$ cat src/rtl/uart_rx_deser_param_if.sv
// Bus between the RX bit sampler / RX FSM and the parametrised deserializer.
// The sampler side (master) drives strobe, bit and frame config; the deserializer (slave) returns the word.
interface uart_rx_deser_param_if #(
  parameter int DATA_WIDTH = 8,
  parameter int LEN_W      = $clog2(DATA_WIDTH + 1)
);
  // Handshake: Deser_en qualifies Sampled_bit in the same cycle and there is no backpressure;
  // Data_valid is a one-cycle pulse with no ready, Parallel_data/Par_err hold until the next pulse.
  logic                  Deser_clr;
  logic                  Deser_en;
  logic                  Sampled_bit;
  logic [LEN_W-1:0]      Data_len;
  logic                  Msb_first;
  logic                  Par_en;
  logic                  Par_type;
  logic [DATA_WIDTH-1:0] Parallel_data;
  logic                  Data_valid;
  logic                  Par_err;
  logic [LEN_W-1:0]      Bit_cnt;
  logic                  Busy;
  logic [1:0]            Dbg_state;

  modport master (
    output Deser_clr, Deser_en, Sampled_bit, Data_len, Msb_first, Par_en, Par_type,
    input  Parallel_data, Data_valid, Par_err, Bit_cnt, Busy, Dbg_state
  );

  modport slave (
    input  Deser_clr, Deser_en, Sampled_bit, Data_len, Msb_first, Par_en, Par_type,
    output Parallel_data, Data_valid, Par_err, Bit_cnt, Busy, Dbg_state
  );
endinterface

$ cat src/rtl/uart_rx_deser_param.sv
// UART RX deserializer: runtime frame length, LSB/MSB-first placement, optional parity check.
// Completed word is held on Parallel_data with a one-cycle Data_valid pulse.
module uart_rx_deser_param #(
  parameter  int DATA_WIDTH = 8,
  localparam int LEN_W      = $clog2(DATA_WIDTH + 1)
) (
  input logic                   Clk,
  input logic                   Rst,
  uart_rx_deser_param_if.slave  bus
);

  typedef enum logic [1:0] {
    S_IDLE    = 2'd0,
    S_COLLECT = 2'd1,
    S_PARITY  = 2'd2
  } state_t;

  state_t                r_state;
  logic [DATA_WIDTH-1:0] r_shift;
  logic [DATA_WIDTH-1:0] r_data;
  logic [LEN_W-1:0]      r_cnt;
  logic [LEN_W-1:0]      r_len;
  logic                  r_msb;
  logic                  r_par_en;
  logic                  r_par_type;
  logic                  r_valid;
  logic                  r_par_err;

  logic                  w_idle;
  logic [LEN_W-1:0]      w_len_in;
  logic [LEN_W-1:0]      w_len;
  logic                  w_msb;
  logic                  w_par_en;
  logic [LEN_W-1:0]      w_cnt_inc;
  logic [LEN_W-1:0]      w_pos;
  logic                  w_last;
  logic                  w_par_exp;
  logic [DATA_WIDTH-1:0] w_shift_nxt;

  // In IDLE the first bit is placed using the live config, which is latched on the same edge.
  assign w_idle    = (r_state == S_IDLE);
  assign w_len_in  = (bus.Data_len == '0 || bus.Data_len > LEN_W'(DATA_WIDTH))
                     ? LEN_W'(DATA_WIDTH) : bus.Data_len;
  assign w_len     = w_idle ? w_len_in      : r_len;
  assign w_msb     = w_idle ? bus.Msb_first : r_msb;
  assign w_par_en  = w_idle ? bus.Par_en    : r_par_en;
  assign w_cnt_inc = r_cnt + LEN_W'(1);
  assign w_pos     = w_msb ? (w_len - w_cnt_inc) : r_cnt;
  assign w_last    = (w_cnt_inc == w_len);
  assign w_par_exp = (^r_shift) ^ r_par_type;

  always_comb begin
    w_shift_nxt = r_shift;
    for (int i = 0; i < DATA_WIDTH; i++) begin
      if (LEN_W'(i) == w_pos) w_shift_nxt[i] = bus.Sampled_bit;
    end
  end

  always_ff @(posedge Clk or negedge Rst) begin
    if (!Rst) begin
      r_state    <= S_IDLE;
      r_shift    <= '0;
      r_data     <= '0;
      r_cnt      <= '0;
      r_len      <= '0;
      r_msb      <= 1'b0;
      r_par_en   <= 1'b0;
      r_par_type <= 1'b0;
      r_valid    <= 1'b0;
      r_par_err  <= 1'b0;
    end else begin
      r_valid <= 1'b0;
      if (bus.Deser_clr) begin
        r_state <= S_IDLE;
        r_shift <= '0;
        r_cnt   <= '0;
      end else if (bus.Deser_en) begin
        case (r_state)
          S_IDLE, S_COLLECT: begin
            if (w_idle) begin
              r_len      <= w_len_in;
              r_msb      <= bus.Msb_first;
              r_par_en   <= bus.Par_en;
              r_par_type <= bus.Par_type;
            end
            if (w_last && !w_par_en) begin
              r_data    <= w_shift_nxt;
              r_par_err <= 1'b0;
              r_valid   <= 1'b1;
              r_shift   <= '0;
              r_cnt     <= '0;
              r_state   <= S_IDLE;
            end else begin
              r_shift <= w_shift_nxt;
              r_cnt   <= w_cnt_inc;
              r_state <= w_last ? S_PARITY : S_COLLECT;
            end
          end
          S_PARITY: begin
            r_data    <= r_shift;
            r_par_err <= (bus.Sampled_bit != w_par_exp);
            r_valid   <= 1'b1;
            r_shift   <= '0;
            r_cnt     <= '0;
            r_state   <= S_IDLE;
          end
          default: r_state <= S_IDLE;
        endcase
      end
    end
  end

  assign bus.Parallel_data = r_data;
  assign bus.Data_valid    = r_valid;
  assign bus.Par_err       = r_par_err;
  assign bus.Bit_cnt       = r_cnt;
  assign bus.Busy          = (r_state != S_IDLE);
  assign bus.Dbg_state     = r_state;

endmodule

$ cat src/flat_wrapper.sv
// flat-port wrapper written by rule: the top's interface ports become plain ports
module uart_rx_deser_param_flat 
#(
  parameter  int DATA_WIDTH = 8,
  localparam int LEN_W      = $clog2(DATA_WIDTH + 1)
)
  (Clk, Rst, bus_Deser_clr, bus_Deser_en, bus_Sampled_bit, bus_Data_len, bus_Msb_first, bus_Par_en, bus_Par_type, bus_Parallel_data, bus_Data_valid, bus_Par_err, bus_Bit_cnt, bus_Busy, bus_Dbg_state);
  uart_rx_deser_param_if #(.DATA_WIDTH(DATA_WIDTH)) bus_i ();
  input logic Clk;
  input logic Rst;
  input wire logic [$bits(bus_i.Deser_clr)-1:0] bus_Deser_clr;
  input wire logic [$bits(bus_i.Deser_en)-1:0] bus_Deser_en;
  input wire logic [$bits(bus_i.Sampled_bit)-1:0] bus_Sampled_bit;
  input wire logic [$bits(bus_i.Data_len)-1:0] bus_Data_len;
  input wire logic [$bits(bus_i.Msb_first)-1:0] bus_Msb_first;
  input wire logic [$bits(bus_i.Par_en)-1:0] bus_Par_en;
  input wire logic [$bits(bus_i.Par_type)-1:0] bus_Par_type;
  output wire logic [$bits(bus_i.Parallel_data)-1:0] bus_Parallel_data;
  output wire logic [$bits(bus_i.Data_valid)-1:0] bus_Data_valid;
  output wire logic [$bits(bus_i.Par_err)-1:0] bus_Par_err;
  output wire logic [$bits(bus_i.Bit_cnt)-1:0] bus_Bit_cnt;
  output wire logic [$bits(bus_i.Busy)-1:0] bus_Busy;
  output wire logic [$bits(bus_i.Dbg_state)-1:0] bus_Dbg_state;
  assign bus_i.Deser_clr = bus_Deser_clr;
  assign bus_i.Deser_en = bus_Deser_en;
  assign bus_i.Sampled_bit = bus_Sampled_bit;
  assign bus_i.Data_len = bus_Data_len;
  assign bus_i.Msb_first = bus_Msb_first;
  assign bus_i.Par_en = bus_Par_en;
  assign bus_i.Par_type = bus_Par_type;
  assign bus_Parallel_data = bus_i.Parallel_data;
  assign bus_Data_valid = bus_i.Data_valid;
  assign bus_Par_err = bus_i.Par_err;
  assign bus_Bit_cnt = bus_i.Bit_cnt;
  assign bus_Busy = bus_i.Busy;
  assign bus_Dbg_state = bus_i.Dbg_state;
  uart_rx_deser_param #(.DATA_WIDTH(DATA_WIDTH)) u_core (.Clk(Clk), .Rst(Rst), .bus(bus_i));
endmodule
$ cat config.mk
export PLATFORM = sky130hd
export DESIGN_NAME = uart_rx_deser_param_flat
export DESIGN_NICKNAME = d
export VERILOG_FILES = /design/src/rtl/uart_rx_deser_param_if.sv /design/src/rtl/uart_rx_deser_param.sv /design/src/flat_wrapper.sv
export SDC_FILE = /design/constraint.sdc
export NUM_CORES = 1
export LEC_CHECK = 0
export CAP_MARGIN = 5
export CORE_MARGIN = 2
export CORE_UTILIZATION = 45
export DETAILED_ROUTE_END_ITERATION = 10
export PLACE_DENSITY_LB_ADDON = 0.08
export RECOVER_POWER = 100
export SLEW_MARGIN = 10
export SYNTH_ARGS = -nofsm -noshare
export SYNTH_HDL_FRONTEND = slang
export SYNTH_SLANG_ARGS = --single-unit
$ cat constraint.sdc
create_clock -name Clk -period 9.3 [get_ports Clk]
set_clock_uncertainty 0.2 [all_clocks]
set_input_delay 1.395 -clock Clk [delete_from_list [all_inputs] [get_ports Clk]]
set_output_delay 1.395 -clock Clk [all_outputs]
set_load 0.01 [all_outputs]
* Word level (Yosys, flattened, before mapping) *
Index checks and enable logic that the tools add are counted.

word-level totals
  output and inout bits = 17
  input bits = 12
  register bits after elaboration = 31
  word-level logic and storage cells = 77

operators by class
  reduce and logical (&&, ||, !) cells = 16
  $add $sub $neg = 2
  bitwise logic cells = 2
  $lt $le $gt $ge = 1
  equality and inequality tests = 12
  muxes and demuxes = 34

operators with widths
  operator             count
  $mux 8               4
  $pmux 8 s2           2
  $mux 4               6
  $eq 3x4->1 const A   4
  $mux 1               14
  $mux 2               5
  $eq 2x4->1 const A   2
  $logic_not 4->1      2
  $pmux 4 s2           1
  $reduce_and 4->1     2
  $reduce_xor 8->1     1
  $reduce_bool 2->1    3
  $add 4x1->4 const B  1
  $eq 1x4->1 const A   1
  $eq 4x4->1           1
  $gt 4x4->1 const B   1
  $pmux 1 s2           2
  $sub 4x4->4          1
  $reduce_and 3->1     1
  $reduce_bool 3->1    1
  $eq 2x1->1 const B   1
  $eq 2x2->1 const B   1
  $logic_not 2->1      1
  $ne 2x1->1 const B   1
  8 further kinds      8

* Depth between registers and ports, before layout *
Gate-level depths: netlist of the first run.

  word-level depth = 12
  gate-level depth with buffers = 14
  mapped depth without buffers = 12

* Worst setup path before layout of the first run *
OpenSTA, ideal clock, no wires.

  path type = input to register
  start point = input port bus_Data_len[1]
  end point = register u_core.r_shift[0]
  stages = 10
  path buffers = 0
  path slack = 5.804 ns
  required time = 8.976 ns
  arrival time = 3.172 ns
  setup time = 0.124 ns
  cell sequence = nor3b_1 a21oi_1 inv_1 ha_1 a21o_1 a21oi_1 xor2_1 o21ai_1 a32oi_1 nand2_1

between the ends
  longest elaborated chain between the ends = 12
  elaborated cells on any way between the ends = 15
  those cells by class = add/sub (1); order compare (1); eq/ne (1); mux (8); reduce/logical (4)

ends and longest elaborated chain
  item                                           line                       RTL
  start: declaration                             flat_wrapper.sv:14         input wire logic [$bits(bus_i.Data_len)-1:0] bus_Data_len;
  $gt 4x4->1 or $logic_not 4->1 (tied branches)  uart_rx_deser_param.sv:42  assign w_len_in = (bus.Data_len == '0 || bus.Data_len > LEN_W'(DATA_WIDTH))
  $logic_or 1x1->1                               uart_rx_deser_param.sv:42
  $mux 4 (*)                                     uart_rx_deser_param.sv:43  ? LEN_W'(DATA_WIDTH) : bus.Data_len;
  $mux 4 (*)                                     --
  named net u_core.w_len[1]                      uart_rx_deser_param.sv:31  logic [LEN_W-1:0] w_len;
  $sub 4x4->4                                    uart_rx_deser_param.sv:48  assign w_pos = w_msb ? (w_len - w_cnt_inc) : r_cnt;
  $mux 4                                         uart_rx_deser_param.sv:48
  $logic_not 4->1                                uart_rx_deser_param.sv:55  if (LEN_W'(i) == w_pos) w_shift_nxt[i] = bus.Sampled_bit;
  $mux 1                                         uart_rx_deser_param.sv:55
  $mux 8 (*)                                     uart_rx_deser_param.sv:86  if (w_last && !w_par_en) begin
  $pmux 8 s2 (*)                                 uart_rx_deser_param.sv:78  case (r_state)
  $mux 8 (*)                                     uart_rx_deser_param.sv:77  end else if (bus.Deser_en) begin
  $mux 8 (*)                                     uart_rx_deser_param.sv:73  if (bus.Deser_clr) begin
  end signal: assignment                         uart_rx_deser_param.sv:94  r_shift <= w_shift_nxt;
  end: declaration                               uart_rx_deser_param.sv:19  logic [DATA_WIDTH-1:0] r_shift;

Mark *: on every way through the listed nets, which the timed path passes. The rest lies on a longest branch. The select of a mux whose other input is x is not followed.
A chain may end at the register's enable or synchronous reset.

* Worst setup path in the final report of the first run *
  start point = input port bus_Data_len[3]
  end point = register u_core.r_par_err (netlist: u_core.bus.Par_err)

between the ends
  longest elaborated chain between the ends = 8
  elaborated cells on any way between the ends = 9
  those cells by class = order compare (1); eq/ne (2); mux (2); reduce/logical (4)

ends and longest elaborated chain
  item                                           line                        RTL
  $gt 4x4->1 or $logic_not 4->1 (tied branches)  uart_rx_deser_param.sv:42
  $logic_or 1x1->1 (*)                           uart_rx_deser_param.sv:42
  $mux 4 (*)                                     uart_rx_deser_param.sv:43
  $mux 4 (*)                                     --
  named net u_core.w_len[1]                      uart_rx_deser_param.sv:31
  $eq 4x4->1 (*)                                 uart_rx_deser_param.sv:49   assign w_last = (w_cnt_inc == w_len);
  $logic_and 1x1->1 (*)                          uart_rx_deser_param.sv:86
  $ne 2x1->1 (no line) (*)                       --
  $reduce_and 4->1 (no line) (*)                 --
  end signal: assignment                         uart_rx_deser_param.sv:101  r_par_err <= (bus.Sampled_bit != w_par_exp);
  end: declaration                               uart_rx_deser_param.sv:27   logic r_par_err;

Mark *: on every way through the listed nets, which the timed path passes. The rest lies on a longest branch.

==> results summary, run 1 <==
The flow ran to the end, but the final reports show violations. The checks that failed: capacitance limit, slew limit. From left edge to right edge, the die measures between 60 and 70 um.

The combined global-route utilization of all metal layers came out at a little over a fifth. The count of antenna diodes in the layout is 0. Traced cell by cell, the critical path runs through dlygate4sd3_1 -> nor3b_1 -> a21oi_1 -> inv_1 -> ha_1 -> nand3_1 -> a211o_1 -> a21oi_1 -> nand2b_1 -> o31ai_1. The number of rows created at floorplan is 23. The sort of element at the start of the critical path is an input port.

In the synthesized netlist, mux cells make up ~2.9% of the area. The warning count from the yosys run is 0. No sink is reached through more buffers than the 2 on the longest clock path. In this run, distinct cell masters in the synthesized netlist total between 40 and 50. The cell depth of the worst hold path came out at 2.

The net count of the finished layout is 260. Counting stages on the worst path, the most repeated cell is sky130_fd_sc_hd__a21oi_1. The setup fix buffers added after clock tree synthesis is 0. The slowest stage of the critical path belongs to the cell sky130_fd_sc_hd__a21oi_1. The post-synthesis instance total came out at ~210. The later pin in the worst-skew pair is clocked with a latency of just under 300 ps.

Of the synthesized area, sequential elements account for 40.2%. The total area of sequential cells came out at 776 um^2. The detailed-route wire length came out at between 4 and 5 mm.

The number of enable flip-flop cells after synthesis is 0. TritonCTS built the clock tree. The number of global-route vias before repair is around 1600. The worst hold path startpoint is u_core.bus.Par_err. The synthesized netlist devotes 17.2% of its cell area to simple gates.

The average cell area after synthesis is about 9.0 um^2. The number of placed instances, taps included, is around 290. STA puts the critical path data arrival time at between 4000 and 5000 ps. The maximum clock frequency came out at 227 MHz. The worst register-to-register path has a setup slack of around 5500 ps. Synthesis produced a netlist with a net count of 231.

The count of fill cells added during filler insertion is about 380. At the pin with the least slew margin, the transition time is 1690 ps. The synthesized-area fraction occupied by ao, oa, aoi and oai cells is between 20% and 30%. The initial core utilization is a little under half. Across the VDD grid, the largest voltage drop is 96.9 uV. In the final routed layout, each cell accounts on average for around 15 um. The worst-case headroom to the max-slew limit came out at -12.5%. Sorting the synthesized cells by area gives the leading types as sky130_fd_sc_hd__dfrtp_1, sky130_fd_sc_hd__nand2_1, sky130_fd_sc_hd__xnor2_1.

The ratio of cells with drive above 1 in the final layout is 7.79%. STA puts the critical path data required time at 9270 ps. After legalization and detailed placement, the total HPWL measured 3.42 mm.

The number of input and output port buffers inserted is 28. In this run the vertical extent of the chip is between 60 and 70 um. In this run the power density over the cells is 211 nW/um^2. Setup violations remaining at the end of the flow were counted as 0. Hold repair after CTS inserted 0 buffers.

The number of clock buffers added by TritonCTS is 5. The area occupied by multi-input gates is approximately 1100 um^2. In this run the critical register-to-register path is captured at u_core.bus.Par_err. The proportion of synthesized flip-flops having asynchronous set or reset came out at between 90% and 100%. The aggregate global routing overflow came out at 0. The via count normalized by instance count is about 5.6. The kind of critical path is in -> reg.

The count of cells along the worst register-to-register path came out at 10. The post-synthesis instance area came out at ~1900 um^2. The leakage power summed over all cells came out at approximately 1 nW. In the final timing run, aggregate negative setup slack is 0 ps. The initial antenna violation count is 0. The worst register-to-register path begins at u_core.bus.Dbg_state[1].

The number of maximum-capacitance constraint violations came out at 1. The floorplan step defined a die boundary enclosing between 4000 and 5000 um^2. Summing the areas of all fa, ha and maj instances in the mapped netlist gives around 3.6% of the synthesized area. The quantity of gates resized following cts is 0. The worst setup path is captured at a register. The final non-filler cell total is between 200 and 300. In this run the number of H-tree levels came out at 2. The final hold violation count is 0.

The routed via count is approximately 1600. The area inside the core boundary came out at just over 4000 um^2. The largest stage delay on the critical path came out at roughly 880 ps. The number of primary I/O pins came out at 29. The clock drives 31 sinks. The remaining routing DRC violations is 0. After the first detailed-routing iteration, the DRC count stood at 100. In the finished design, the share of the clock period the worst path needs comes to between 40% and 50%. The top flip-flop cell by instance count after synthesis is sky130_fd_sc_hd__dfrtp_1. Grouping stages by cell kind, the critical path spends the most delay in compound AO/OA/AOI/OAI gates. The synthesized design contains 31 register bits. The number of iterations in the first detailed-routing pass is 4. Setup repair after global routing left no endpoint under its margin. For hold timing, the worst endpoint is u_core.bus.Par_err.

For the finished layout, the period the worst path requires is 4400 ps. Clock-pin slew was measured on the worst setup and hold paths at ~60 ps. The number of pins with negative max-slew slack in the final report is 32. The largest total area in the synthesized netlist belongs to sky130_fd_sc_hd__dfrtp_1. The top-area cell type share of the netlist area is approximately 40%. By area, the combinational part of the netlist is dominated by compound AO/OA/AOI/OAI gates. The synthesis-to-finish area growth is 20.9%. The global-route wire length before repair came out at around 8 mm. The parity-gate share of the synthesized area counting xor and xnor cells is ~8.6%. The class of the tightest hold or removal check is reg -> reg. The pin count of the biggest net entering global routing is 32. The highest net fanout along the worst path came out at 18.

The count of nets left with antenna violations once routing finished came out at 0. The root buffer cell chosen for the clock tree is sky130_fd_sc_hd__clkbuf_8. The count of buffering cells on the critical path with inverters included came out at 2. The weighted congestion at the end of routability-driven global placement came out at about 0.85.
[worst max-delay path by stage]
stage,startpoint,cells past startpoint,to
final,bus_Data_len[3],10,u_core.bus.Par_err
after global routing,bus_Data_len[3],9,u_core.bus.Parallel_data[1]
after CTS,bus_Data_len[3],11,u_core.bus.Parallel_data[5]
after detailed placement,bus_Data_len[3],11,u_core.bus.Parallel_data[5]
after global placement,bus_Data_len[3],11,u_core.r_shift[4]
after floorplan,bus_Data_len[1],10,u_core.r_shift[0]
[stage by stage]
step | cell area, um^2 | hold WS [ps] | power [mW] | setup WS [ps] | util (%)
2_1_floorplan | 1930 | 281 | 0.309 | 5800 | -
3_5_place_dp | 2250 | 286 | 0.389 | 5060 | 55.4
6_report | 2330 | 289 | 0.492 | 4900 | 57.5
5_1_grt | 2330 | 319 | 0.529 | 4670 | 57.5
3_3_place_gp | 2250 | 272 | 0.385 | 5100 | 55.4
4_1_cts | 2350 | 300 | 0.508 | 5370 | 57.9
[power by group]
group | total (mW) | internal [mW] | switching (mW)
registers | 0.182 | 0.163 | 0.0195
clock network | 0.118 | 0.0675 | 0.0502
logic | 0.192 | 0.0856 | 0.107
[kinds of logic (layout without fill, tap and decap cells)]
kind of cell             Yosys count  count (layout)
buffers and inverters             14              44
adder cells (fa/ha/maj)            5               5
AND/OR/NAND/NOR                   74              74
multiplexers                       5               5
AO/OA/AOI/OAI                     69              69
XOR/XNOR                          16              16
flip-flops                        31              31
[worst reg2reg max path, delay by kind of cell, from the launching register on]
kind	cells	cell delay (ps)
compound gates	4	1600
buf+inv	2	360
fa+ha+maj	1	310
flops	1	480
simple gates	3	760
[cell type report]
type,instances,share of cell area [%]
repair buffers,29,12.2
flip-flops and latches,31,33.2
well taps,50,2.68
multi-input cells,169,46.5
inverters,7,1.13
clock buffers,8,4.29
[per-layer routing]
layer | wire length (um) | part of all wire, % | track usage (%) | vias to the layer above
li1 | - | - | - | 828
met1 | 2160 | 48 | 29.5 | 768
met2 | 2030 | 45 | 31.2 | 44
met3 | 240 | 5.3 | 5.67 | 6
met4 | 63 | 1.4 | 6.54 | 0
met5 | 0 | 0 | 0 | -
[synth_stat cells (2+ instances only)]
cell and n:
sky130_fd_sc_hd__clkbuf_1 2, sky130_fd_sc_hd__a32oi_1 4, sky130_fd_sc_hd__nand2b_1 3, sky130_fd_sc_hd__o21ai_0 11
sky130_fd_sc_hd__dfrtp_1 31, sky130_fd_sc_hd__nor3_1 5, sky130_fd_sc_hd__a31oi_1 8, sky130_fd_sc_hd__a22oi_1 5
sky130_fd_sc_hd__a21o_1 2, sky130_fd_sc_hd__nor2_1 19, sky130_fd_sc_hd__o31ai_1 3, sky130_fd_sc_hd__mux2_2 4
sky130_fd_sc_hd__buf_2 4, sky130_fd_sc_hd__nor3b_1 2, sky130_fd_sc_hd__inv_1 6, sky130_fd_sc_hd__o211ai_1 8
sky130_fd_sc_hd__xor2_1 4, sky130_fd_sc_hd__o21a_1 2, sky130_fd_sc_hd__o21ai_1 8, sky130_fd_sc_hd__ha_1 4
sky130_fd_sc_hd__nand2_1 33, sky130_fd_sc_hd__nand3_1 5, sky130_fd_sc_hd__xnor2_1 10, sky130_fd_sc_hd__a21oi_1 10
[state kept, by name, summed over array words and instances (netlist names)]
signal,count
u_core.bus.Parallel_data,8
u_core.r_msb,1
u_core.r_par_en,1
u_core.bus.Bit_cnt,4
u_core.r_len,4
u_core.r_shift,8
u_core.bus.Dbg_state,2
u_core.r_par_type,1
u_core.bus.Par_err,1
u_core.bus.Data_valid,1
[cell usage in the layout (no fill, tap or decap), types with 4 or more instances in the layout]
| master | count |
|---|---|
| sky130_fd_sc_hd__nor2_1 | 19 |
| sky130_fd_sc_hd__a21oi_1 | 11 |
| sky130_fd_sc_hd__inv_1 | 7 |
| sky130_fd_sc_hd__clkdlybuf4s50_1 | 9 |
| sky130_fd_sc_hd__dfrtp_1 | 31 |
| sky130_fd_sc_hd__o211ai_1 | 8 |
| sky130_fd_sc_hd__xor2_1 | 4 |
| sky130_fd_sc_hd__nand2_1 | 33 |
| sky130_fd_sc_hd__o21ai_1 | 6 |
| sky130_fd_sc_hd__dlygate4sd3_1 | 19 |
| sky130_fd_sc_hd__clkbuf_8 | 7 |
| sky130_fd_sc_hd__o21ai_0 | 13 |
| sky130_fd_sc_hd__mux2_2 | 4 |
| sky130_fd_sc_hd__xnor2_1 | 10 |
| sky130_fd_sc_hd__a22oi_1 | 5 |
| sky130_fd_sc_hd__a31oi_1 | 8 |
| sky130_fd_sc_hd__nand3_1 | 5 |
| sky130_fd_sc_hd__nor3_1 | 5 |
| sky130_fd_sc_hd__a32oi_1 | 4 |
| sky130_fd_sc_hd__ha_1 | 4 |
Note: power is estimated with default switching activity, not from simulation.
==> run 2: changes to the inputs <==
- clock period: 9.3 -> 3.7 ns (I/O delays scaled with it)
==> results summary, run 2 (synthesized netlist as in run 1, its figures left out) <==
The number of global-route vias before repair is 1633 (+0.12%). The via count normalized by instance count came out at 5.60 (about the same). The slowest stage of the critical path belongs to the cell sky130_fd_sc_hd__dfrtp_1. The setup fix buffers added after clock tree synthesis is 0 (unchanged). The total area of sequential cells is 776 um^2 (unchanged). The highest net fanout along the worst path came out at 11 (-7).

The synthesis-to-finish area growth came out at 24.1%. The maximum clock path buffer count is 2 (unchanged). The number of maximum-capacitance constraint violations is 1 (unchanged). The class of the tightest hold or removal check is reg -> reg. The number of levels in the clock H-tree is 2 (unchanged).

The initial core utilization came out at 47.6% (unchanged). The critical path goes through nor2_1 -> inv_1 -> nor3b_1 -> a21oi_1 -> inv_1 -> ha_1 -> a21o_1 -> a21oi_1 -> xor2_1 -> o21ai_0 -> a32oi_1 -> nand2_1. The detailed-route wire length came out at 4.73 mm (+5.2%). The minimum clock period after layout came out at approximately 3300 ps.

The quantity of gates resized following cts came out at 0 (unchanged). The number of iterations in the first detailed-routing pass is 4 (unchanged). The total internal power is 0.850 mW (+170%). The clock edge transition at the registers on the reported setup and hold paths came out at 70 ps (about the same). The internal reg-to-reg setup slack is 410 ps (-5070 ps).

The number of rows created at floorplan is 23 (unchanged). The remaining routing DRC violations is 0 (unchanged). The combined global-route utilization of all metal layers is 21.1% (+0.22 points). The area occupied by multi-input gates came out at 1100 um^2 (+1.0%).

The total clock buffers created by CTS is 5 (unchanged). The library cell used as clock root buffer is sky130_fd_sc_hd__clkbuf_8. STA classifies the critical path startpoint as a register.

The half-perimeter wire length after detailed placement came out at 3.44 mm (+0.66%). The final reports fail on capacitance limit, slew limit. The number of pins with negative max-slew slack in the final report is 32 (unchanged).

The per-cell routed wire length is 15.8 um (+3.5%). The aggregate global routing overflow is 0 (unchanged). The library cells used most frequently in the layout, excluding fill and tap cells, are sky130_fd_sc_hd__nand2_1, sky130_fd_sc_hd__dfrtp_1, sky130_fd_sc_hd__nor2_1, sky130_fd_sc_hd__dlygate4sd3_1, sky130_fd_sc_hd__o21ai_0.

The net load switching power came out at 0.464 mW (+160%). The die footprint is 4830 um^2 (unchanged). The final non-filler cell total came to 299 (+1.7%).

The fraction of power consumed by sequential logic is 34.9% (-2.2 points). The number of cells after detailed placement came out at 291 (+1.7%). The die span in y is 69.5 um (unchanged).

The weighted congestion at the end of routability-driven global placement is 0.837 (-1.0%). The routed via count came out at 1674 (+1.7%). The power density over cell area came out at 548 nW/um^2 (+160%). The clock sink total came out at 31 (unchanged). The die boundary width came out at 69.5 um (unchanged). The area of all placed cells without fillers is 2400 um^2 (+2.7%).

The count of antenna diodes in the layout was 0 (unchanged). The largest stage delay on the critical path came out at 500 ps (-380 ps). The run finished, with violations left. The final hold violation count came out at 0 (unchanged). TritonCTS built the clock tree. The kind of critical path is reg -> reg.

The post-place instance area came out at 2290 um^2 (+1.7%). The logic gate share of total power came out at 38.0% (-1.0 points). The number of primary I/O pins came to 29 (unchanged). The starting DRC count in detailed routing came out at 110 (+10%).

The type of destination of the critical path is a register. The maximum clock frequency came out at about 300 MHz. The final total negative setup slack is 0 ps (unchanged). The slew at the pin closest to its max-slew limit came to 1720 ps (+33.8 ps). The worst-case headroom to the max-slew limit is -14.7% (-2.3 points). The count of fill cells added during filler insertion is 378 (+0.27%). In the finished design, the share of the clock period the worst path needs comes to about nine tenths. Setup repair after global routing left no endpoint under its margin. The leakage power summed over all cells was 1.03 nW (+3.1%). The required time of the critical path is 3680 ps (-5590 ps).

The pin count of the biggest net entering global routing is 32 (unchanged). The post-detailed-route count of antenna-violating nets came out at 0 (unchanged). The final-report setup violation count came to 0 (unchanged). The number of buffers inserted for hold repair after clock tree synthesis came out at 0 (unchanged).

The most frequent standard cell in the layout excluding fill and tap cells is sky130_fd_sc_hd__nand2_1. The final standard cell utilization of the core came out at 59.1% (+1.5 points). The switching share of total power is 35.3% (-0.52 points). The ratio of cells with drive above 1 in the final layout came out at 10.0% (+2.3 points). The net total in the final layout came out at 265 (+1.9%). The global-route wire length before repair is 8.11 mm (+0.35%). The tightest hold margin was 284 ps (-4.56 ps). The signal arrival time at the worst endpoint is 3270 ps (-1100 ps). The area inside the core boundary came to 4060 um^2 (unchanged).

The fraction of power consumed by the clock network was 27.1% (+3.2 points). The clock insertion delay at the later pin of the skew report was 290 ps (about the same). The initial antenna violation count is 0 (unchanged). The number of input and output port buffers inserted came to 28 (unchanged). The largest vdd supply drop is 264 uV (+170%).
## run 2: layout make-up
cell class,instances,share of cell area [%]
multi-input cells,169,45.7
flip-flops and latches,31,32.4
repair buffers,34,13.3
clock buffers,6,3.45
well taps,50,2.61
clock inverters,2,1.46
inverters,7,1.10
## run 2: worst max-delay path: cells and delay by family, from the launching register on
| kind | cells | cell delay (ps) |
|---|---|---|
| DFF | 1 | 500 |
| AOI/OAI and AO/OA | 5 | 1180 |
| buffers and inverters | 2 | 360 |
| xor gates and xnor gates | 1 | 350 |
| adders and majority gates | 1 | 310 |
| and+or+nand+nor | 3 | 290 |
## run 2: routing by layer
metal  share of wire (%)  track usage [%]  vias to the layer above
met4                 1.5             7.84                        0
li1                    -                -                      838
met3                 4.0             3.20                        7
met2                  44             32.5                       42
met5                   0                0                        -
met1                  51             30.0                      787
## run 2: through the flow
stage | power, mW | setup WS, ps
floorplan | 0.777 | 581
detailed placement | 0.988 | 275
finish | 1.31 | 408
global placement | 0.981 | 333
global route | 1.39 | 129
CTS | 1.35 | 538
## run 2: power by group through the flow
stage	clock, mW	combinational [mW]	sequential (mW)
2_1_floorplan	0	0.295	0.481
3_3_place_gp	0	0.516	0.465
3_5_place_dp	0	0.520	0.468
4_1_cts	0.362	0.522	0.461
5_1_grt	0.372	0.553	0.470
6_report	0.357	0.499	0.458
## run 2: path summary, 6_finish.rpt
| path | start | to | cells past startpoint |
|---|---|---|---|
| max | u_core.bus.Dbg_state[0] | u_core.r_shift[4] | 12 |
| min | u_core.bus.Par_err | u_core.bus.Par_err | 2 |
| max reg2reg | u_core.bus.Dbg_state[0] | u_core.r_shift[4] | 12 |
| min reg2reg | u_core.bus.Par_err | u_core.bus.Par_err | 2 |
| max in group asynchronous | Rst | u_core.r_shift[3] | 2 |
| min in group asynchronous | Rst | u_core.bus.Dbg_state[0] | 2 |
==> run 3: changes to the inputs <==
- clock period: 3.7 -> 3.2 ns (I/O delays scaled with it)
==> results summary, run 3 (synthesized netlist as in run 1, its figures left out) <==
The run finished, with violations left. The checks that failed: capacitance limit, slew limit. The number of maximum-capacitance constraint violations was 1 (unchanged). The number of primary I/O pins came to 29 (unchanged).

Setup repair after global routing left no endpoint under its margin. The number of buffers inserted for hold repair after clock tree synthesis came out at 0 (unchanged). The clock edge transition at the registers on the reported setup and hold paths is 70 ps (about the same). The worst setup path startpoint is bus_Data_len[3]. The post-detailed-route count of antenna-violating nets was 0 (unchanged). The clock sink total is 31 (unchanged). The cell depth of the worst hold path is 2 (unchanged). The signal arrival time at the worst endpoint was 2870 ps (-400 ps). The required time of the critical path was 3180 ps (-500 ps). The initial core utilization is 47.6% (unchanged). The minimum clock period after layout came out at around 2900 ps.

The largest vdd supply drop is 311 uV (+18%). The maximum clock path buffer count is 2 (unchanged). The number of global-route vias before repair is 1751 (+7.2%). The count of cells along the worst register-to-register path came out at 11 (-1). The routed via count came out at 1731 (+3.4%). The number of iterations in the first detailed-routing pass is 4 (unchanged). The area inside the core boundary came to 4060 um^2 (unchanged). The net total in the final layout came out at 275 (+3.8%). The final hold violation count is 0 (unchanged). The detailed-route wire length was 4.84 mm (+2.2%).

The reg-to-reg startpoint is u_core.bus.Dbg_state[1]. The worst-case headroom to the max-slew limit is -16.5% (-1.7 points). TritonCTS built the clock tree.

The starting DRC count in detailed routing came out at 113 (+2.7%). The combined global-route utilization of all metal layers came to 22.2% (+1.1 points). The count of fill cells added during filler insertion is 380 (+0.53%). The worst hold path startpoint is u_core.bus.Par_err.

The power density over cell area came to 626 nW/um^2 (+14%). The quantity of gates resized following cts came out at 0 (unchanged). The ratio of cells with drive above 1 in the final layout is 13.5% (+3.5 points). The total clock buffers created by CTS came out at 5 (unchanged). The destination of the worst register-to-register timing path is u_core.r_shift[1]. The post-place instance area was 2370 um^2 (+3.8%). The clock insertion delay at the later pin of the skew report is 290 ps (about the same). The setup slack after layout is 305 ps (-103 ps). The leakage power summed over all cells is 1.07 nW (+4.6%). The number of pins with negative max-slew slack in the final report came out at 32 (unchanged). STA classifies the critical path startpoint as an input port.

The synthesis-to-finish area growth came out at 28.0%. The overall power after layout is 1.55 mW (+18%). The global-route wire length before repair was 8.43 mm (+4.0%). The number of rows created at floorplan is 23 (unchanged). The ratio of final minimum period to clock period came out at between 90% and 100%. The die footprint is 4830 um^2 (unchanged). The post-place setup slack is 13.7 ps (-262 ps). The internal reg-to-reg setup slack is 310 ps (-100 ps). The final total negative setup slack was 0 ps (unchanged). The cell sitting at the root of the clock tree is a sky130_fd_sc_hd__clkbuf_8. The aggregate global routing overflow is 0 (unchanged). The via count normalized by instance count was 5.60 (about the same). The hold-critical path endpoint is u_core.bus.Par_err. The weighted congestion at the end of routability-driven global placement is 0.795 (-4.9%). The maximum clock frequency came out at 345 MHz. The initial antenna violation count is 0 (unchanged). The half-perimeter wire length after detailed placement is 3.63 mm (+5.4%).

The pin count of the biggest net entering global routing came out at 32 (unchanged). The count of antenna diodes in the layout came out at 0 (unchanged). The die boundary width is 69.5 um (unchanged).

The remaining routing DRC violations was 0 (unchanged). The highest net fanout along the worst path is 4 (-7). The area of all placed cells without fillers came out at 2470 um^2 (+3.1%).

The min-delay analysis places its worst path in the category reg -> reg. STA classifies the critical path endpoint as a register. The number of input and output port buffers inserted is 28 (unchanged). The per-cell routed wire length is 15.6 um (-1.1%).

The slew at the pin closest to its max-slew limit came to 1750 ps (+26.1 ps). In the layout the commonest cells are sky130_fd_sc_hd__nand2_1, sky130_fd_sc_hd__dfrtp_1, sky130_fd_sc_hd__dlygate4sd3_1, sky130_fd_sc_hd__nor2_1. By startpoint and endpoint, the worst setup path is classified as in -> reg.

The setup fix buffers added after clock tree synthesis is 0 (unchanged). The die span in y was 69.5 um (unchanged). The number of levels in the clock H-tree came out at 2 (unchanged). The final-report setup violation count is 0 (unchanged).

Leaving out fill and tap cells, the most frequent cell in the layout is sky130_fd_sc_hd__nand2_1.
==> run 3: how the worst max path moves through the flow <==
stage	to	slack [ps]	cells after the start
3_3_place_gp	u_core.r_shift[0]	50	11
2_1_floorplan	u_core.r_shift[0]	80	13
4_1_cts	u_core.bus.Parallel_data[4]	270	11
5_1_grt	u_core.bus.Parallel_data[4]	70	11
3_5_place_dp	u_core.r_shift[0]	10	11
6_report	u_core.r_shift[0]	310	11
==> run 3: layout make-up <==
cell class	instances	area, um^2	share of cell area (%)
Clock buffer	6	82.6	3.34
Clock inverter	2	35.0	1.42
Inverter	7	26.3	1.06
Multi-Input combinational cell	169	1090	44.2
Sequential cell	31	776	31.4
Tap cell	50	62.6	2.53
Timing Repair Buffer	44	398	16.1
==> run 3: metrics by stage <==
step                util [%]  std cells  hold slack (ps)
global route            60.9        309              329
finish                  60.9        309              295
detailed placement      58.5        301              297
CTS                     61.4        309              314
global placement        58.5        301              271
floorplan                  -        214            -15.6
==> run 3: worst max-delay path, stage by stage <==
cell and delay (ps):
sky130_fd_sc_hd__clkdlybuf4s50_1 530, sky130_fd_sc_hd__nor3b_1 70, sky130_fd_sc_hd__a21oi_1 150, sky130_fd_sc_hd__inv_1 60, sky130_fd_sc_hd__ha_1 310, sky130_fd_sc_hd__a21o_1 160
sky130_fd_sc_hd__a21oi_1 240, sky130_fd_sc_hd__xor2_1 340, sky130_fd_sc_hd__o21ai_1 220, sky130_fd_sc_hd__a32oi_1 250, sky130_fd_sc_hd__nand2_1 70
==> run 3: report_power, final <==
part           total [mW]  switching [mW]  internal [mW]
clock network       0.406           0.155          0.252
logic               0.617           0.336          0.281
registers           0.523          0.0499          0.473
total                1.55           0.540           1.01
==> run 3: layer usage <==
layer	part of all wire [%]	routed length, um	global-route usage [%]	vias to the layer above
met3	3.9	190	4.65	5
met5	0	0	0	-
met2	45	2180	35.3	30
met4	1.3	65	7.19	0
li1	-	-	-	857
met1	50	2400	30.3	839
